--- src/rtl/pipe_pkg.sv ---
// Shared pipeline package: stage widths, the ID/EX control bundle, the bubble
// constant and a saturating counter helper. The forwarding unit and the EX/MEM
// stage use the same definitions.
package pipe_pkg;

  localparam int DATA_W  = 16;
  localparam int REG_W   = 3;
  localparam int ALUOP_W = 4;

  // Control bundle that travels with an instruction from ID into EX.
  typedef struct packed {
    logic               valid;
    logic               regWrite;
    logic               memRead;
    logic               memWrite;
    logic [ALUOP_W-1:0] aluOp;
  } idex_ctrl_t;

  // A bubble never writes, never touches memory and is never valid.
  localparam idex_ctrl_t IDEX_BUBBLE = '{
    valid:    1'b0,
    regWrite: 1'b0,
    memRead:  1'b0,
    memWrite: 1'b0,
    aluOp:    {ALUOP_W{1'b0}}
  };

  // 16-bit increment that sticks at all-ones instead of wrapping.
  function automatic logic [15:0] satInc(input logic [15:0] cnt);
    if (cnt == 16'hFFFF) begin
      return cnt;
    end else begin
      return cnt + 16'd1;
    end
  endfunction

endpackage

--- src/rtl/ld_use_detect.sv ---
// Load-use hazard compare. Purely combinational.
// Raises loadUse when the real instruction in ID reads (Rs or Rt) the register
// that the valid load currently in EX is about to write.
// Ports:
//   validId, RsId, RtId, readRsId, readRtId : instruction sitting in ID
//   validIdEx, memReadIdEx, RdIdEx          : instruction sitting in EX
//   loadUse                                 : hazard indication
module ld_use_detect #(
  parameter int REG_W = 3
) (
  input  logic             validId,
  input  logic [REG_W-1:0] RsId,
  input  logic [REG_W-1:0] RtId,
  input  logic             readRsId,
  input  logic             readRtId,
  input  logic             validIdEx,
  input  logic             memReadIdEx,
  input  logic [REG_W-1:0] RdIdEx,
  output logic             loadUse
);

  logic rsHit_s;
  logic rtHit_s;

  // A store whose Rt is the load target also hits here; it is treated like any reader.
  assign rsHit_s = readRsId & (RsId == RdIdEx);
  assign rtHit_s = readRtId & (RtId == RdIdEx);

  assign loadUse = validId & validIdEx & memReadIdEx & (rsHit_s | rtHit_s);

endmodule

--- src/rtl/id_ex_pipe.sv ---
// ID/EX pipeline register with load-use bubble insertion, branch flush, memory
// freeze and saturating stall/flush event counters.
// Ports:
//   clk, rst_n                 : clock, asynchronous active-low reset
//   validId .. pcIncId         : decoded instruction and operands from ID
//   flushEx                    : taken branch/jump resolved in EX, kill ID/EX input
//   freeze                     : memory-stage stall, every register holds
//   *IdEx                      : registered instruction presented to EX
//   stallIfId                  : combinational, hold PC and IF/ID this cycle
//   stallCount, flushCount     : saturating 16-bit event counters
// Next-state priority: reset > freeze > flushEx > loadUse > normal load.
module id_ex_pipe #(
  parameter int DATA_W  = pipe_pkg::DATA_W,
  parameter int REG_W   = pipe_pkg::REG_W,
  parameter int ALUOP_W = pipe_pkg::ALUOP_W
) (
  input  logic               clk,
  input  logic               rst_n,
  input  logic               validId,
  input  logic [REG_W-1:0]   RsId,
  input  logic [REG_W-1:0]   RtId,
  input  logic [REG_W-1:0]   RdId,
  input  logic               readRsId,
  input  logic               readRtId,
  input  logic               RegWriteId,
  input  logic               MemReadId,
  input  logic               MemWriteId,
  input  logic [ALUOP_W-1:0] aluOpId,
  input  logic [DATA_W-1:0]  rsDataId,
  input  logic [DATA_W-1:0]  rtDataId,
  input  logic [DATA_W-1:0]  immId,
  input  logic [DATA_W-1:0]  pcIncId,
  input  logic               flushEx,
  input  logic               freeze,
  output logic               validIdEx,
  output logic               RegWriteIdEx,
  output logic               MemReadIdEx,
  output logic               MemWriteIdEx,
  output logic [REG_W-1:0]   RsIdEx,
  output logic [REG_W-1:0]   RtIdEx,
  output logic [REG_W-1:0]   RdIdEx,
  output logic [ALUOP_W-1:0] aluOpIdEx,
  output logic [DATA_W-1:0]  rsDataIdEx,
  output logic [DATA_W-1:0]  rtDataIdEx,
  output logic [DATA_W-1:0]  immIdEx,
  output logic [DATA_W-1:0]  pcIncIdEx,
  output logic               stallIfId,
  output logic [15:0]        stallCount,
  output logic [15:0]        flushCount
);

  import pipe_pkg::*;

  idex_ctrl_t         ctrlId_s;
  idex_ctrl_t         ctrl_r;
  logic               loadUse_s;
  logic               takeFlush_s;
  logic               takeStall_s;
  logic [REG_W-1:0]   rs_r;
  logic [REG_W-1:0]   rt_r;
  logic [REG_W-1:0]   rd_r;
  logic [DATA_W-1:0]  rsData_r;
  logic [DATA_W-1:0]  rtData_r;
  logic [DATA_W-1:0]  imm_r;
  logic [DATA_W-1:0]  pcInc_r;
  logic [15:0]        stallCount_r;
  logic [15:0]        flushCount_r;

  ld_use_detect #(
    .REG_W(REG_W)
  ) uLdUse (
    .validId     (validId),
    .RsId        (RsId),
    .RtId        (RtId),
    .readRsId    (readRsId),
    .readRtId    (readRtId),
    .validIdEx   (ctrl_r.valid),
    .memReadIdEx (ctrl_r.memRead),
    .RdIdEx      (rd_r),
    .loadUse     (loadUse_s)
  );

  // Decide this cycle's event and form the control bundle offered by ID.
  always_comb begin
    ctrlId_s    = IDEX_BUBBLE;
    // Freeze already holds the front end, so neither event is taken under it;
    // a flush outranks the hazard because the IF/ID instruction is being killed.
    takeFlush_s = ~freeze & flushEx;
    takeStall_s = ~freeze & ~flushEx & loadUse_s;
    // An invalid ID slot carries no control at all, so RegWriteIdEx implies validIdEx.
    if (validId) begin
      ctrlId_s.valid    = 1'b1;
      ctrlId_s.regWrite = RegWriteId;
      ctrlId_s.memRead  = MemReadId;
      ctrlId_s.memWrite = MemWriteId;
      ctrlId_s.aluOp    = aluOpId;
    end else begin
      ctrlId_s = IDEX_BUBBLE;
    end
  end

  // ID/EX pipeline register: hold on freeze, bubble on flush/hazard, else capture ID.
  always_ff @(posedge clk or negedge rst_n) begin
    if (!rst_n) begin
      ctrl_r   <= IDEX_BUBBLE;
      rs_r     <= {REG_W{1'b0}};
      rt_r     <= {REG_W{1'b0}};
      rd_r     <= {REG_W{1'b0}};
      rsData_r <= {DATA_W{1'b0}};
      rtData_r <= {DATA_W{1'b0}};
      imm_r    <= {DATA_W{1'b0}};
      pcInc_r  <= {DATA_W{1'b0}};
    end else if (freeze) begin
      ctrl_r   <= ctrl_r;
      rs_r     <= rs_r;
      rt_r     <= rt_r;
      rd_r     <= rd_r;
      rsData_r <= rsData_r;
      rtData_r <= rtData_r;
      imm_r    <= imm_r;
      pcInc_r  <= pcInc_r;
    end else begin
      // Data always follows ID; inside a bubble it is don't-care but deterministic.
      rsData_r <= rsDataId;
      rtData_r <= rtDataId;
      imm_r    <= immId;
      pcInc_r  <= pcIncId;
      if (takeFlush_s || takeStall_s) begin
        ctrl_r <= IDEX_BUBBLE;
        rs_r   <= {REG_W{1'b0}};
        rt_r   <= {REG_W{1'b0}};
        rd_r   <= {REG_W{1'b0}};
      end else begin
        ctrl_r <= ctrlId_s;
        rs_r   <= RsId;
        rt_r   <= RtId;
        rd_r   <= RdId;
      end
    end
  end

  // Saturating event counters; a frozen cycle never counts.
  always_ff @(posedge clk or negedge rst_n) begin
    if (!rst_n) begin
      stallCount_r <= 16'h0000;
      flushCount_r <= 16'h0000;
    end else if (takeFlush_s) begin
      stallCount_r <= stallCount_r;
      flushCount_r <= satInc(flushCount_r);
    end else if (takeStall_s) begin
      stallCount_r <= satInc(stallCount_r);
      flushCount_r <= flushCount_r;
    end else begin
      stallCount_r <= stallCount_r;
      flushCount_r <= flushCount_r;
    end
  end

  // The stall is combinational on purpose: the front end must hold in this very cycle.
  // Because the bubble clears MemReadIdEx, one hazard can stall at most once.
  assign stallIfId    = takeStall_s;

  assign validIdEx    = ctrl_r.valid;
  assign RegWriteIdEx = ctrl_r.regWrite;
  assign MemReadIdEx  = ctrl_r.memRead;
  assign MemWriteIdEx = ctrl_r.memWrite;
  assign aluOpIdEx    = ctrl_r.aluOp;
  assign RsIdEx       = rs_r;
  assign RtIdEx       = rt_r;
  assign RdIdEx       = rd_r;
  assign rsDataIdEx   = rsData_r;
  assign rtDataIdEx   = rtData_r;
  assign immIdEx      = imm_r;
  assign pcIncIdEx    = pcInc_r;
  assign stallCount   = stallCount_r;
  assign flushCount   = flushCount_r;

endmodule

--- config.mk ---
export PLATFORM = sky130hd
export DESIGN_NAME = id_ex_pipe
export DESIGN_NICKNAME = d
export VERILOG_FILES = /design/src/rtl/pipe_pkg.sv /design/src/rtl/ld_use_detect.sv /design/src/rtl/id_ex_pipe.sv
export SDC_FILE = /design/constraint.sdc
export NUM_CORES = 1
export LEC_CHECK = 0
export BUFFER_PORTS_ARGS = -buffer_cell sky130_fd_sc_hd__buf_2
export CORE_MARGIN = 1.5
export CORE_UTILIZATION = 51
export CTS_CLUSTER_DIAMETER = 50
export DETAILED_ROUTE_END_ITERATION = 8
export PLACE_DENSITY = 0.85
export SLEW_MARGIN = 20
export SYNTH_ARGS = -nofsm -noshare
export SYNTH_HDL_FRONTEND = slang
export SYNTH_SLANG_ARGS = --single-unit
--- constraint.sdc ---
create_clock -name clk -period 4.3 [get_ports clk]
set_input_delay 0.645 -clock clk [delete_from_list [all_inputs] [get_ports clk]]
set_output_delay 0.645 -clock clk [all_outputs]
set_load 0.005 [all_outputs]
Word level (Yosys, flattened, before mapping)
Index checks and enable logic that the tools add are counted.

Register bits: 113. Output and inout port bits: 114. Logic and storage cells: 42.

$add $sub $neg: 2. Equal/unequal tests: 4. Multiplexer cells: 5. Bitwise gates (word level): 14. Reductions and logical operators: 3.

Operator list (count): $add 16x1->16 const B (2); $eq 16x16->1 const B (2); $mux 8 (2); $mux 3 (3); $and 1x1->1 (8); $eq 3x3->1 (2); $not 1->1 (5); $reduce_and 3->1 (1); $reduce_and 2->1 (1); $logic_or 1x1->1 (1); $or 1x1->1 (1).

Logic depth before layout (Yosys ltp)
Gate-level depths: netlist of run 1.

Depth after elaboration: 7. Gate-level depth with buffers: 7. Depth with buffers taken out: 6.

Cells and area by module
Synthesis of run 1 repeated with hierarchy kept, for this count alone.

Cell total of the unflattened synthesis: 321. Area total of the unflattened synthesis: 4606.9 µm².

Modules (own cells, without submodules): id_ex_pipe (times used 1, cells an instance 311, area each 4531.8 µm², seq. area each 2827.7 µm²); ld_use_detect (times used 1, cells an instance 10, area each 75.1 µm², seq. area each 0.0 µm²).

Worst setup path after synthesis of run 1
Ideal clock, no wire load.

Path type: input to output. Start: in RtId[0]. End: out stallIfId. Data arrival time: 1387 ps. Data required time: 3655 ps. Slack: 2268 ps. Stages on the path: 6. Buffers on the path: 2. Cell sequence: xnor2_1 -> nand4_1 -> a21o_1 -> buf_6 -> buf_2 -> inv_1.

Longest elaborated chain between the ends: 5.

RTL lines: from (decl) (RTL line id_ex_pipe.sv:21) `input logic [REG_W-1:0] RtId,`; $eq 3x3->1 (RTL line ld_use_detect.sv:27) `assign rtHit_s = readRtId & (RtId == RdIdEx);`; $and 1x1->1 (RTL line ld_use_detect.sv:27); $or 1x1->1 (RTL line ld_use_detect.sv:29) `assign loadUse = validId & validIdEx & memReadIdEx & (rsHit_s | rtHit_s);`; $and 1x1->1 (RTL line ld_use_detect.sv:29); $and 1x1->1 (RTL line id_ex_pipe.sv:89) `takeStall_s = ~freeze & ~flushEx & loadUse_s;`; to (decl) (RTL line id_ex_pipe.sv:47) `output logic stallIfId,`.

Every way passes these cells.

Worst setup path after layout of run 1
Start: in freeze. End: out stallIfId.

Longest elaborated chain between the ends: 3.

RTL lines: from (decl) (RTL line id_ex_pipe.sv:34) `input logic freeze,`; $not 1->1 (RTL line id_ex_pipe.sv:89); $and 1x1->1 (2 in a row) (RTL line id_ex_pipe.sv:89).

Every way passes these cells.

==> results.cfg, run 1 <==
[global_routing]
met1_usage_pct = 29.3
grt_max_degree = 89
grtUsageTotal_pct = 24.0
antenna_found_initial = 0
use_met3_pct = 7.45
grt_pass1_wl_mm = 18.4
grt_busiest_layer = met2
grtUsageMet2_pct = 41.0
grt_pass1_vias = 3698
overflow = 0

[sta]
slew_viol_final = 0
fin_skew_ns = 0.00786
slew_headroom_pct = 47.2
rsz0062_at_grt = false
worst_pin_slew_ns = 0.792
min_period_ns = 2.42
max_clock_freq_mhz = 414
hold_viol_final = 0
fin_tns_setup_ns = 0
whs_ns = 0.194
setup_viol = 0
fin_crit_sh_pct = 56.2

[clock_network]
post_cts_buffers = 0
cts_resized = 0
clk_pin_slew_ns = 0.06
cts_tree = done
clockBufferDepth = 2
cts.sinks = 113
clock-root-buffer = clkbuf_8
cts_buffers = 17
h-tree-depth = 4
clk_latency_ns = 0.49
holdBufCountCts = 0

[placement]
place_congestion = 0.812
portBuffers = 200
dp.cells = 646
dp_hpwl_mm = 8.20

[worst_setup_path]
critPathKind = in -> out
path_cells = buf_4 -> nor2_1 -> nand4_1 -> a21o_1 -> inv_1 -> buf_2
required_ns = 3.65
setup.worst_path.end_class = output port
critPathMaxStageDelay_ns = 0.42
crit_slowest_cell = buf_4
crit_fanout = 48
startpoint_type = input port
crit_arrival_ns = 1.77

[synthesis]
yosys.cell_types.count = 39
ys_seq_area_share_pct = 59.7
netlist_area_mm2 = 0.00474
post_synth.cell_area_avg_um2 = 13.4
synth_commonest_cells = dfrtp_1, mux2_2, nand3_1
synth_ff_type = dfrtp_1
synth_edf_count = 0
synth_top_area_share_pct = 59.7
yosysWarnings = 0
synth_top_area_cell = dfrtp_1
syn_nets = 442
yosysMostFrequentCell = dfrtp_1
async_flop_share_pct = 100
synth.area.top_cells = dfrtp_1, mux2_2, xor2_1
synth_seq_cells = 113
synthCells = 353

[floorplanning]
io_pins = 201
dieArea_mm2 = 0.00988
core_mm2 = 0.00885
die_h_um = 99.4
die_w_um = 99.4
start_util_pct = 53.6
num_rows = 34

[power]
internal_power_uw = 2230
seq_power_share_pct = 42.2
power_density_mw_per_mm2 = 461
power.total_uw = 2940
power_frac_clock_pct = 46.2
leakagePower_uw = 0.00326
combinationalPowerShare_pct = 11.6
p_sw_uw = 711
vdd_drop_max_v = 0.000310
swShare_pct = 24.1

[detailed_routing]
vias_per_cell = 5.25
first_pass_iters = 6
ant_nets = 0
via_count = 3559
routedWlPerCell_um = 16.9
drcViolationCount = 0
drt_wl_total_mm = 11.4
drt_iter0_drc = 119

[outcome]
run_status = finished clean

[finish]
fill_cells = 614
stdcell_count = 678
post-route-util_pct = 72.1
area_delta_synth_final_pct = 34.6
fin_nets = 646
n_antenna_cell = 0
layout-drive-gt1-share_pct = 54.7

[worst_hold_path]
hold_class = in -> async

[run]
cap_violations = 0
==> metal layers <==
layer | vias up | wire length [um]
li1 | 1661 | -
met1 | 1762 | 4640
met2 | 122 | 5960
met3 | 14 | 695
met4 | 0 | 121
met5 | - | 0
==> placed cells by master, fill, tap and decap left out, drive strengths merged, types with 3 or more instances in the layout <==
cell | synthesis | final
clkbuf | 6 | 18
nor3 | 8 | 8
xnor2 | 13 | 13
dfrtp | 113 | 113
buf | 12 | 203
bufinv | 0 | 3
and4 | 3 | 3
o21ai | 12 | 12
a32o | 6 | 6
mux2 | 70 | 70
clkinvlp | 0 | 3
xor2 | 19 | 19
nor4 | 4 | 4
clkinv | 0 | 6
nand2b | 3 | 3
and3 | 6 | 6
inv | 2 | 4
nor2 | 11 | 11
nand3 | 22 | 22
nand2 | 20 | 20
nand4 | 9 | 9
==> sequential cells by signal, indices dropped and copies added (netlist names), 3 cells and up <==
register    count
RdIdEx          3
aluOpIdEx       4
flushCount     16
RtIdEx          3
immIdEx        16
pcIncIdEx      16
rsDataIdEx     16
rtDataIdEx     16
stallCount     16
RsIdEx          3
==> power by group through the flow <==
stage	clock (uW)	combinational (uW)	sequential (uW)
floorplan	0	137	1260
global placement	0	332	1250
detailed placement	0	341	1260
CTS	1380	347	1240
global route	1440	374	1260
finish	1360	341	1240
==> worst paths after layout <==
check	from	end	slack, ns	cells past startpoint
min reg2reg	stallCount[12]	stallCount[12]	0.48	1
min	rst_n	stallCount[2]	0.19	1
max in group asynchronous	rst_n	immIdEx[12]	3.22	2
max	freeze	stallIfId	1.88	6
min in group clk	immId[1]	immIdEx[1]	0.38	2
max reg2reg	stallCount[1]	stallCount[1]	2.16	6
==> logic make-up (layout without fill, tap and decap cells) <==
group | count (synthesis) | in the layout | share of synthesized area (%)
flops | 113 | 113 | 59.7
fa+ha+maj | 2 | 2 | 0.528
compound gates | 20 | 20 | 2.88
xor+xnor | 32 | 32 | 5.91
mux | 70 | 70 | 16.7
simple gates | 96 | 96 | 11.9
buf+inv | 20 | 237 | 2.43
==> worst max-delay path: cells and delay by family <==
family	cells	cell delay (ns)
AO/OA/AOI/OAI	1	0.30
buffers and inverters	3	0.62
AND/OR/NAND/NOR	2	0.19
==> layout make-up <==
type                            instances  area [um^2]  area share [%]
Sequential cell                       113         2830            44.3
Multi-Input combinational cell        220         1800            28.2
Timing Repair Buffer                  203         1030            16.2
Clock buffer                           18          418            6.55
Clock inverter                         14          164            2.57
Tap cell                              108          135            2.12
Inverter                                2         7.51           0.118
==> through the flow <==
step	setup slack, ns	area [um^2]
2_1_floorplan	2.27	4740
3_3_place_gp	1.88	5800
3_5_place_dp	1.81	5800
4_1_cts	1.87	6380
5_1_grt	1.69	6380
6_report	1.88	6380
Power figures use the tool's default switching activity.
==> run 2: changes to the inputs <==
--- a/config.mk
+++ b/config.mk
@@ -7,10 +7,10 @@
 export LEC_CHECK = 0
 export BUFFER_PORTS_ARGS = -buffer_cell sky130_fd_sc_hd__buf_2
 export CORE_MARGIN = 1.5
-export CORE_UTILIZATION = 51
+export CORE_UTILIZATION = 43
 export CTS_CLUSTER_DIAMETER = 50
 export DETAILED_ROUTE_END_ITERATION = 8
-export PLACE_DENSITY = 0.85
+export PLACE_DENSITY = 0.76
 export SLEW_MARGIN = 20
 export SYNTH_ARGS = -nofsm -noshare
 export SYNTH_HDL_FRONTEND = slang
==> constraint.sdc (replaced) <==
create_clock -name clk -period 2.1 [get_ports clk]
set_input_delay 0.315 -clock clk [delete_from_list [all_inputs] [get_ports clk]]
set_output_delay 0.315 -clock clk [all_outputs]
set_load 0.005 [all_outputs]
==> results.cfg, run 2 (same netlist as run 1, synthesis figures left out) <==
[outcome]
run_status = finished clean

[floorplanning]
die_w_um = 108
num_rows = 38
start_util_pct = 43.9
io_pins = 201
core_mm2 = 0.0108
die_h_um = 108
dieArea_mm2 = 0.0117

[detailed_routing]
drt_wl_total_mm = 11.4
first_pass_iters = 4
drcViolationCount = 0
drt_iter0_drc = 117
routedWlPerCell_um = 15.8
via_count = 3570
ant_nets = 0
vias_per_cell = 4.95

[placement]
dp.cells = 685
placed_area_mm2 = 0.00590
dp_hpwl_mm = 8.23
place_congestion = 0.848
portBuffers = 200

[sta]
min_period_ns = 2.07
slew_headroom_pct = 62.2
worst_pin_slew_ns = 0.568
fin_tns_setup_ns = 0
slew_viol_final = 0
hold_viol_final = 0
fin_skew_ns = 0.00639
setup_viol = 0
fin_crit_sh_pct = 98.4
max_clock_freq_mhz = 484

[finish]
final_common_cell = buf_2
area_delta_synth_final_pct = 38.0
design_area_mm2 = 0.00654
fin_nets = 657
stdcell_count = 721
layout-drive-gt1-share_pct = 55.4
n_antenna_cell = 0
post-route-util_pct = 60.6
mostFrequentLayoutCells = buf_2, dfrtp_1, mux2_2

[global_routing]
overflow = 0
grt_max_degree = 49
antenna_found_initial = 0
grt_pass1_vias = 3572
grt_pass1_wl_mm = 17.8
grtUsageTotal_pct = 20.3

[power]
leakagePower_uw = 0.00333
vdd_drop_max_v = 0.000506
power.total_uw = 6140
power_density_mw_per_mm2 = 939

[worst_hold_path]
hold_class = in -> reg

[worst_setup_path]
setup.worst_path.end_class = output port
crit_arrival_ns = 1.75
startpoint_type = flop
crit_fanout = 9
critPathKind = reg -> out
required_ns = 1.78

[clock_network]
h-tree-depth = 4
clk_latency_ns = 0.50
clk_pin_slew_ns = 0.05
clock-root-buffer = clkbuf_8
cts_buffers = 17
cts_tree = done
cts.sinks = 113
clockBufferDepth = 2

[run]
cap_violations = 0
==> run 2: changes by cell type in the layout (fill, tap and decap cells not counted), sizes merged <==
cell         before  now
buf             203  213
clkinvlp          3    0
inv               4    2
bufinv            3    4
dlygate4sd3       0    1
clkbuf           18   20
clkinv            6    8
==> run 2: area by class of cell <==
type	instances	area, um^2
Fill cell	875	4250
Timing Repair Buffer	214	1130
Clock inverter	12	164
Sequential cell	113	2830
Clock buffer	20	435
Inverter	2	7.51
Tap cell	140	175
Multi-Input combinational cell	220	1800
==> run 2: metrics by stage <==
step           setup WS (ns)  hold WS, ns
2_1_floorplan          0.216       0.0194
3_3_place_gp           0.210        0.328
3_5_place_dp           0.168        0.335
4_1_cts               0.0990       0.0109
5_1_grt              -0.0333       0.0219
6_report              0.0331       0.0414
==> run 2: layer usage <==
layer	share of wire (%)	global-route usage [%]	up-vias
met5	0	0	-
met1	40	23.6	1727
met2	51	35.0	143
met3	7.4	5.85	18
li1	-	-	1682
met4	1.6	8.55	0
==> run 2: path summary, 6_finish.rpt <==
path,startpoint,slack (ns),to,cells after the start
worst max-delay path,RdIdEx[2],0.03,stallIfId,5
worst min-delay path,rsDataId[4],0.04,rsDataIdEx[4],2
worst max register to register,RdIdEx[2],0.09,stallCount[14],6
worst min register to register,RtIdEx[0],0.48,RtIdEx[0],2
max in group asynchronous,rst_n,1.07,rtDataIdEx[15],3
min in group asynchronous,rst_n,0.34,immIdEx[4],2
==> run 2: report_power, final <==
part	internal, uW	switching (uW)	leakage (uW)
registers	2390	148	0.00140
logic	395	309	0.00163
clock network	1940	961	0.000302
==> run 2: timing repair <==
| item | 4_1_cts | 5_1_grt |
|---|---|---|
| endpoints found under the setup margin | 1 | 1 |
| buffers inserted | 2 | 2 |
| hold buffers | 1 | 0 |
| hold endpoints to repair | 38 | 0 |
| resized for setup | 2 | 0 |
| pin swaps | 3 | 2 |
==> run 2: worst max-delay path: stages, from the launching register on <==
cell	delay, ns
dfrtp_1	0.43
xnor2_1	0.22
nand4_1	0.16
a21o_4	0.28
inv_1	0.05
buf_2	0.10
